<file path="src/rtl/fpu_move_unit.sv">
// Floating-point move/negate/absolute unit with a small in-order result queue.
// Sign-only operations; exponent and mantissa (including NaN payloads) pass through untouched.
module fpu_move_unit #(
    parameter int unsigned EXP_W  = 8,
    parameter int unsigned MAN_W  = 23,
    parameter int unsigned DEPTH  = 2,
    parameter logic [3:0]  OP_MOV = 4'd9,
    parameter logic [3:0]  OP_NEG = 4'd10,
    parameter logic [3:0]  OP_ABS = 4'd11
) (
    input  logic                       clk,
    input  logic                       rst,
    input  logic [EXP_W+MAN_W:0]       a,
    input  logic [3:0]                 operation,
    input  logic                       in_valid,
    output logic                       in_ready,
    output logic [EXP_W+MAN_W:0]       a_out,
    output logic                       nan_out,
    output logic                       out_valid,
    input  logic                       out_ready,
    output logic [$clog2(DEPTH):0]     count
);

    localparam int unsigned WIDTH = 1 + EXP_W + MAN_W;
    localparam int unsigned PTR_W = $clog2(DEPTH);
    localparam int unsigned CNT_W = PTR_W + 1;

    logic [WIDTH-1:0] mem [DEPTH];
    logic [PTR_W-1:0] wptr;
    logic [PTR_W-1:0] rptr;
    logic [CNT_W-1:0] cnt;

    logic             op_ok_c;
    logic             push_c;
    logic             pop_c;
    logic [WIDTH-1:0] result_c;
    logic [WIDTH-1:0] head_c;

    // Opcode decode and sign manipulation; unrecognised opcodes are consumed without a push.
    always_comb begin
        result_c = a;
        op_ok_c  = 1'b0;
        if (operation == OP_MOV) begin
            op_ok_c = 1'b1;
        end else if (operation == OP_NEG) begin
            op_ok_c            = 1'b1;
            result_c[WIDTH-1]  = ~a[WIDTH-1];
        end else if (operation == OP_ABS) begin
            op_ok_c            = 1'b1;
            result_c[WIDTH-1]  = 1'b0;
        end
    end

    assign out_valid = (cnt != '0);
    assign in_ready  = (cnt < CNT_W'(DEPTH)) || out_ready;
    assign push_c    = in_valid && in_ready && op_ok_c;
    assign pop_c     = out_valid && out_ready;

    // Pointers and occupancy; a full queue with a concurrent pop accepts and retires on one edge.
    always_ff @(posedge clk or posedge rst) begin
        if (rst) begin
            wptr <= '0;
            rptr <= '0;
            cnt  <= '0;
        end else begin
            if (push_c) begin
                wptr <= wptr + PTR_W'(1);
            end
            if (pop_c) begin
                rptr <= rptr + PTR_W'(1);
            end
            case ({push_c, pop_c})
                2'b10:   cnt <= cnt + CNT_W'(1);
                2'b01:   cnt <= cnt - CNT_W'(1);
                default: cnt <= cnt;
            endcase
        end
    end

    // Storage is not reset; it is only observable through the head while the queue is non-empty.
    always_ff @(posedge clk) begin
        if (push_c && !rst) begin
            mem[wptr] <= result_c;
        end
    end

    assign head_c  = mem[rptr];
    assign a_out   = out_valid ? head_c : '0;
    assign nan_out = out_valid && (&head_c[WIDTH-2 -: EXP_W]) && (|head_c[MAN_W-1:0]);
    assign count   = cnt;

endmodule

</file>
<file path="config.mk">
export PLATFORM = sky130hd
export DESIGN_NAME = fpu_move_unit
export DESIGN_NICKNAME = d
export VERILOG_FILES = /design/src/rtl/fpu_move_unit.sv
export SDC_FILE = /design/constraint.sdc
export NUM_CORES = 1
export LEC_CHECK = 0
export CAP_MARGIN = 5
export CORE_AREA = 5 5 116 118
export CTS_CLUSTER_SIZE = 28
export DETAILED_ROUTE_END_ITERATION = 10
export DIE_AREA = 0 0 121 123
export PLACE_DENSITY = 0.53
export SYNTH_ARGS = -nofsm -noshare
export SYNTH_HDL_FRONTEND = slang
export SYNTH_SLANG_ARGS = --single-unit
export TNS_END_PERCENT = 20
</file>
<file path="constraint.sdc">
create_clock -name clk -period 5.1 [get_ports clk]
set_input_delay 0.765 -clock clk [delete_from_list [all_inputs] [get_ports clk]]
set_output_delay 0.765 -clock clk [all_outputs]
set_load 0.02 [all_outputs]
</file>
**Word-level counts from Yosys, hierarchy flattened**

Memories as Yosys holds them, arrays and structs flattened.
Index checks and enable logic that the tools add are counted.

- Muxes and demuxes: 10
- Order comparisons: 1
- Add/subtract/negate cells: 4
- Reduce and logical (&&, ||, !) cells: 12
- Equality and inequality tests: 5
- Bitwise gates (word level): 1

Operator list:

| operator | number |
|---|---|
| $mux W32 | 1 |
| $reduce_or A23 Y1 | 1 |
| $eq A4 B4 Y1 const B | 3 |
| $mux W1 | 8 |
| $reduce_and A8 Y1 | 1 |
| $logic_and A1 B1 Y1 | 6 |
| $pmux W2 S2 | 1 |
| $reduce_bool A2 Y1 | 2 |
| $add A1 B1 Y1 const B | 2 |
| $add A2 B1 Y2 const B | 1 |
| $eq A2 B1 Y1 const B | 1 |
| $eq A2 B2 Y1 const B | 1 |
| $lt A2 B2 Y1 const B | 1 |
| $sub A2 B1 Y2 const B | 1 |
| $logic_not A1 Y1 | 1 |
| $logic_or A1 B1 Y1 | 1 |
| $not A1 Y1 | 1 |

- Flip-flop bits (word level): 4
- Memory bits (writable): 64
- Memories kept: 1
- Logic and storage cells: 37
- Input bits: 40
- Output and inout bits: 37

Memories:

| memory | depth | width | rd ports | clocked after Yosys merged registers in | write ports | RTL line | RTL |
|---|---|---|---|---|---|---|---|
| mem | 2 | 32 | 1 | 0 | 1 | 28 | `logic [WIDTH-1:0] mem [DEPTH];` |

**Depth between registers and ports, before layout**

Gate-level depths: netlist of run 1.

- Word-level depth: 8
- Depth in mapped cells: 7
- Mapped depth without buffers: 7

**Worst setup path before layout of run 1**

Ideal clock, no wire load.

- Path kind: input -> register
- Start: input port out_ready
- End: memory mem[1][0] (netlist name), enable pin
- Cell stages on the path: 3
- Path slack: 0.954 ns
- Path buffers: 0
- Library setup time: 0.468 ns
- Arrival: 3.678 ns
- Data required time: 4.632 ns
- Path through: nand2b_1 -> o2111ai_1 -> nor3b_1

- Cells in the longest elaborated chain, start to end: 6

Ends and longest elaborated chain:

| element | RTL line | RTL |
|---|---|---|
| start: declaration | 20 | `input logic out_ready,` |
| $logic_or A1 B1 Y1 | 55 | `assign in_ready = (cnt < CNT_W'(DEPTH)) \|\| out_ready;` |
| $logic_and A1 B1 Y1 (2 in a row) | 56 | `assign push_c = in_valid && in_ready && op_ok_c;` |
| $logic_and A1 B1 Y1 | 82 | `if (push_c && !rst) begin` |
| $mux W1 | 82 |  |
| $mux W1 (not written as such) | 83 | `mem[wptr] <= result_c;` |
| end: declaration | 28 |  |

No other way between the ends.

**Final worst setup path of run 1**

- Start: register rptr
- End: output port nan_out

- Cells in the longest elaborated chain, start to end: 4
- Elaborated cells between the ends (all ways): 5
- Classes of those cells: reduce/logical (4); memory (1)

Ends and longest elaborated chain:

| element | RTL line | RTL |
|---|---|---|
| start: declaration | 30 | `logic [PTR_W-1:0] rptr;` |
| start signal: assignment | 70 | `rptr <= rptr + PTR_W'(1);` |
| $mem_v2 Z2 W32 * | - |  |
| $reduce_and A8 Y1 | 89 | `assign nan_out = out_valid && (&head_c[WIDTH-2 -: EXP_W]) && (\|head_c[MAN_W-1:0]);` |
| $logic_and A1 B1 Y1 | 89 |  |
| $logic_and A1 B1 Y1 * | 89 |  |
| end: declaration | 18 | `output logic nan_out,` |

Every way passes the cells marked *; elsewhere a longest branch is shown, timed or not.

==> metrics.md, run 1 <==
| Metric | Value |
|---|---|
| Num CTS Buffers | 9 |
| Gr usage total | 0.0912 |
| Largest family of logic cells by synthesized area | simple AND/OR/NAND/NOR gates |
| Synth top area cells | edfxtp_1 67%, mux2i_1 11%, nor2_1 4.3%, dfrtp_1 3.5%, nor4_1 2.0% |
| Core area | 12400 µm² |
| RSZ-0062 raised after global routing | no |
| Post-placement cell area | roughly 3800 µm² |
| Min-delay worst type | reg -> reg |
| Post-route setup TNS | 0 ns |
| Area Overhead vs Synth | 43.6% |
| Clock-pin slew on the worst setup and hold paths | ~0.06 ns |
| Final cycle utilization of the critical path | 0.695 |
| Post-CTS Hold Buffers | 0 |
| Via count | 1782 |
| Worst slew margin relative to its limit | 0.288 |
| Crit path max fanout | 40 |
| Post-synth top cells | 64 x edfxtp_1, 33 x nor2_1, 31 x mux2i_1, 9 x nor4_1, 7 x nand2_1 |
| Row count | 41 |
| Top FF cell, synth | edfxtp_1 |
| Worst Path Required | about 4.3 ns |
| Flop2flop setup slack | roughly 3.2 ns |
| Simple-gate share of the synthesized area | 0.122 |
| Post-synth EDFFs | 64 |
| Later-pin clock latency in the skew report | 0.32 ns |
| Data arrival, critical path | ~2.8 ns |
| F_max | 282 MHz |
| Setup crit end | nan_out |
| Worst setup EP type | output pin |
| Fillers | 1219 |
| Worst vdd ir | between 0.15 and 0.2 mV |
| Layout cells sized above 1 | 0.109 |
| Compound-Gate Fraction of Synth Area | 0.0175 |
| Total wire length | 6660 µm |
| Startpoint types | register |
| Width of the chip | 121 µm |
| Initial core utilization | 0.231 |
| Share of the synthesized area in the top cell type | 0.674 |
| Final Instance Area | ~4100 µm² |
| Vias per inst | 4.00 |
| IO Port Bufs | 76 |
| Hold Path Cell Cnt | 1 |
| Asr flop ratio synth | 0.0588 |
| Seq/Total Area, Yosys | 0.709 |
| Vias in the first global route | 1960 |
| Clock Sink Count | 68 |
| Largest net degree at the start of global routing | 41 |
| Residual DRC count | 0 |
| Chip Height | 123 µm |
| Worst Setup Path Type | reg -> out |
| Post-synthesis cell type count | 33 |
| Status | completed |
| DPL Wire Length | 4740 µm |
| #FFs+latches synth | between 60 and 70 |
| Layout net count | 310 |
| Cell taking the most area after synthesis | edfxtp_1 |
| R2R depth | 4 |
| Leak | 0.00141 µW |
| Clk root buf | clkbuf_16 |
| Slew Viols, Final | 0 |
| Cell with the most instances after synthesis | edfxtp_1 |
| TritonCTS clock tree | done |
| Ys Warns | 0 |
| Post-synthesis net count | 227 |
| Total grt overflow | 0 |
| Power Density | roughly 500 nW/µm² |
| Synth Area in Adders | 0.00439 |
| Post-DRT Antenna Nets | 0 |
| 1st-iter DRT viols | 52 |
| First-pass GRT wire length | 10200 µm |
| Post-CTS setup-driven buffer insertion count | 0 |
| Worst Max-Slew Pin Slew | 1.07 ns |
| Post-Synthesis Cell Area | 2850 µm² |
| Drt pass-1 iters | 4 |
| Crit path time final | 3.54 ns |
| Initial antenna violation count | 0 |
| Cts repair resizes | 0 |
| Reg2reg end | mem[1][5] |
| Die Area | approximately 15000 µm² |
| Origin of the worst setup path | rptr |
| Gate Count Post-Synth | 186 |
| Global placement routability congestion | 0.698 |
| Multiplexer share of the synthesized area | 0.109 |
| Diode count | 0 |
| Worst r2r src | count[1] |
| # setup viols final | 0 |
| Ports | 77 |
| Max clock buf depth | 2 |
| Clock skew | 0.00707 ns |
| Mapped Avg Cell Area | 15.3 µm² |
| Reported max-cap violation count | 0 |
| Routed WL per cell | 14.9 µm |
| Post-Synth XOR/XNOR Area | 0.0154 |
| Final hold viol count | 0 |
| H-tree depth | 3 |
==> registers in the layout, summed over array words and instances, names as in the netlist <==
name and count:
mem 64, count 2, rptr 1, wptr 1
==> report_power, final <==
part | total (µW) | internal [µW] | switching (µW) | leakage, µW
Sequential | 737 | 642 | 94.7 | 0.000623
Clock | 579 | 368 | 211 | 0.000138
Combinational | 750 | 385 | 365 | 0.000649
Total | 2070 | 1390 | 671 | 0.00141
==> critical path, cell delays in order (launching register included) <==
cell and delay (ns):
dfrtp_2 1.07, nor4b_2 0.34, nand2_1 0.09, a221oi_2 0.30, nor3_2 0.10, clkdlybuf4s50_1 0.54
==> cells by family after synthesis <==
family / Yosys count
flops: 68
xor+xnor: 5
simple gates: 66
compound gates: 6
fa+ha+maj: 1
mux: 31
buf+inv: 9
==> metal layers <==
layer,global-route usage,part of all wire
met3,0.0247,0.044
met1,0.107,0.44
met4,0.0404,0.013
met2,0.157,0.50
met5,0,0
==> per-stage QoR <==
step	hold WS, ns	instances	worst slack [ns]	power (µW)	utilization
after global routing	0.548	446	1.41	2170	0.331
after global placement	0.494	430	1.84	1510	0.308
after floorplan	0.461	186	0.954	1170	-
after CTS	0.509	446	1.50	2100	0.331
final	0.508	446	1.56	2070	0.331
after detailed placement	0.501	430	1.85	1510	0.308
==> layout make-up <==
type	instances	area, µm²	area share
clock buffers	13	270	0.0660
clock inverters	3	20.0	0.00489
inverters	2	7.51	0.00183
multi-input cells	109	776	0.189
flip-flops and latches	68	2020	0.494
well taps	172	215	0.0526
repair buffers	79	783	0.191
==> how the worst min path moves through the flow <==
stage / to / slack, ns / from
after floorplan: wptr / 0.46 / wptr
after global placement: wptr / 0.49 / wptr
after detailed placement: wptr / 0.50 / wptr
after CTS: wptr / 0.51 / wptr
after global routing: wptr / 0.55 / wptr
final: wptr / 0.51 / wptr
==> placed cells by master (no fill, tap or decap), types with 2 or more instances in the layout <==
cell type,instances
clkdlybuf4s50_1,76
edfxtp_1,64
nor2_1,33
mux2i_1,31
nor4_1,9
clkbuf_16,9
nand2_1,7
xnor2_1,3
clkbuf_8,3
dfrtp_1,3
buf_4,3
nor2_2,2
xor2_1,2
a21oi_1,2
nand4_1,2
nor3_2,2
clkinvlp_4,2
No activity file was read; power rests on OpenSTA's default activity.
==> run 2, diff against run 1 <==
--- a/config.mk
+++ b/config.mk
@@ -10,7 +10,7 @@
 export CTS_CLUSTER_SIZE = 28
 export DETAILED_ROUTE_END_ITERATION = 10
 export DIE_AREA = 0 0 121 123
-export PLACE_DENSITY = 0.53
+export PLACE_DENSITY = 0.54
 export SYNTH_ARGS = -nofsm -noshare
 export SYNTH_HDL_FRONTEND = slang
 export SYNTH_SLANG_ARGS = --single-unit
==> constraint.sdc (replaced) <==
create_clock -name clk -period 3.25 [get_ports clk]
set_input_delay 0.4875 -clock clk [delete_from_list [all_inputs] [get_ports clk]]
set_output_delay 0.4875 -clock clk [all_outputs]
set_load 0.02 [all_outputs]
==> metrics.md, run 2 (synthesis gave the netlist of run 1 again) <==
| Metric | Value |
|---|---|
| Final hold viol count | 0 (unchanged) |
| First-pass GRT wire length | 10700 µm (was 10200 µm) |
| Max clock buf depth | 2 (unchanged) |
| Largest net degree at the start of global routing | 33 (was 41) |
| Clock-pin slew on the worst setup and hold paths | 0.05 ns (was 0.06 ns) |
| Die Area | 14900 µm² (unchanged) |
| Row count | 41 (unchanged) |
| Max reg flops | 64 (unchanged) |
| H-tree depth | 3 (unchanged) |
| Total wire length | 6950 µm (was 6660 µm) |
| Post-CTS setup-driven buffer insertion count | 0 (unchanged) |
| TritonCTS clock tree | done (unchanged) |
| Area Overhead vs Synth | 42.9% (was 43.6%) |
| Worst r2r src | count[0] (was count[1]) |
| Status | completed (unchanged) |
| Crit path time final | 2.92 ns |
| Post-route setup TNS | 0 ns (unchanged) |
| Worst Setup Path Type | reg -> out (unchanged) |
| Layout cells sized above 1 | 0.102 (was 0.109) |
| Worst setup EP type | output pin (unchanged) |
| Crit path max fanout | 2 (was 40) |
| Power Density | 782 nW/µm² (was 504 nW/µm²) |
| Worst Path Buf+Inv | 1 (unchanged) |
| Worst setup slack after layout | 0.334 ns (was 1.56 ns) |
| Post-CTS Hold Buffers | 0 (unchanged) |
| Worst path slowest cell | nor4_1 (was dfrtp_2) |
| Post-Place Worst Slack | 0.633 ns (was 1.85 ns) |
| RSZ-0062 raised after global routing | no (unchanged) |
| Most frequent cells in the layout | 76 x clkdlybuf4s50_1, 64 x edfxtp_1, 33 x nor2_1 (unchanged) |
| Reported max-cap violation count | 0 (unchanged) |
| DPL Wire Length | 5150 µm (was 4740 µm) |
| Later-pin clock latency in the skew report | 0.32 ns (about the same) |
| Routed WL per cell | 15.5 µm (was 14.9 µm) |
| Leak | 0.00141 µW (about the same) |
| Drt pass-1 iters | 4 (unchanged) |
| Top reg by flops | mem (unchanged) |
| Gr usage total | 0.0974 (was 0.0912) |
| Chip Height | 123 µm (unchanged) |
| Clock Sink Count | 68 (unchanged) |
| Cells along the critical path | nor4_1, nand4_1, a221oi_2, nor3_2, clkdlybuf4s50_1 (was nor4b_2, nand2_1, a221oi_2, nor3_2, clkdlybuf4s50_1) |
| Ports | 77 (unchanged) |
| Via count | 1762 (was 1782) |
| Final cycle utilization of the critical path | 0.897 |
| Worst Path Required | 2.76 ns (was 4.34 ns) |
| Initial antenna violation count | 0 (unchanged) |
| Initial core utilization | 0.231 (unchanged) |
| Crit path max-delay family | simple AND/OR/NAND/NOR gates (was flip-flops) |
| Width of the chip | 121 µm (unchanged) |
| Hold_ws | 0.487 ns (was 0.508 ns) |
| Clk root buf | clkbuf_16 (unchanged) |
| Layout net count | 312 (was 310) |
| Startpoint types | register (unchanged) |
| Vias in the first global route | 1967 (was 1960) |
| Worst slew margin relative to its limit | 0.584 (was 0.288) |
| F_max | between 300 and 400 MHz |
| Worst Max-Slew Pin Slew | 0.618 ns (was 1.07 ns) |
| Worst vdd ir | 0.222 mV (was 0.192 mV) |
| Slew Viols, Final | 0 (unchanged) |
| Cts repair resizes | 0 (unchanged) |
| IO Port Bufs | 76 (unchanged) |
| Post-DRT Antenna Nets | 0 (unchanged) |
| Reg2reg end | count[1] (was mem[1][5]) |
| Global placement routability congestion | 0.739 (was 0.698) |
| Num CTS Buffers | 9 (unchanged) |
| R2R depth | 7 (was 4) |
| Min-delay worst type | in -> async (was reg -> reg) |
| Total grt overflow | 0 (unchanged) |
| # setup viols final | 0 (unchanged) |
| Clock skew | 0.00308 ns (was 0.00707 ns) |
| Commonest non-fill, non-tap cell in the layout | clkdlybuf4s50_1 (unchanged) |
| Residual DRC count | 0 (unchanged) |
| Core area | 12400 µm² (unchanged) |
| Non-Filler Instances | 447 (was 446) |
| 1st-iter DRT viols | 50 (was 52) |
| CP max stage delay | 0.58 ns (was 1.07 ns) |
| Diode count | 0 (unchanged) |
| Data arrival, critical path | 2.43 ns (was 2.78 ns) |
| Placed instance count | 432 (was 430) |
| Flop2flop setup slack | 1.03 ns (was 3.23 ns) |
| Vias per inst | 3.94 (was 4.00) |
-- run 2: through the flow --
step / total power (µW) / cell area [µm²] / utilization
detailed placement: 2410 / 3830 / 0.309
floorplan: 1830 / 2860 / -
global route: 3360 / 4080 / 0.330
CTS: 3250 / 4080 / 0.330
finish: 3190 / 4080 / 0.330
global placement: 2400 / 3830 / 0.309
-- run 2: routing by layer --
layer	global-route usage	routed length (µm)	share of wire
met5	0	0	0
met1	0.114	2910	0.42
met3	0.0334	396	0.057
met4	0.0340	50	0.0072
met2	0.167	3590	0.52
-- run 2: worst reg2reg max path: cells and delay by family (launching register included) --
family / cells / cell delay (ns)
xor+xnor: 1 / 0.16
fa+ha+maj: 1 / 0.30
buf+inv: 2 / 0.46
flops: 1 / 0.43
simple gates: 3 / 0.78
-- run 2: area by class of cell --
type / instances / area, µm²
fill: 1228 / 8290
inverter: 2 / 7.51
clock buffer: 11 / 233
timing repair buffer: 81 / 798
multi-input combinational: 109 / 782
clock inverter: 4 / 17.5
tap: 172 / 215
sequential: 68 / 2020
-- run 2: how the worst max path moves through the flow --
stage	start	to	slack [ns]	cells past startpoint
2_1_floorplan	count[1]	mem[0][0]	-0.45	3
3_3_place_gp	mem[1][3]	nan_out	0.67	5
3_5_place_dp	mem[1][4]	nan_out	0.63	5
4_1_cts	mem[1][4]	nan_out	0.28	5
5_1_grt	mem[1][3]	nan_out	0.25	5
6_report	mem[1][4]	nan_out	0.33	5
-- run 2: report_power, final --
part	internal [µW]	switching, µW
clock	503	322
sequential	1010	76.0
combinational	612	664
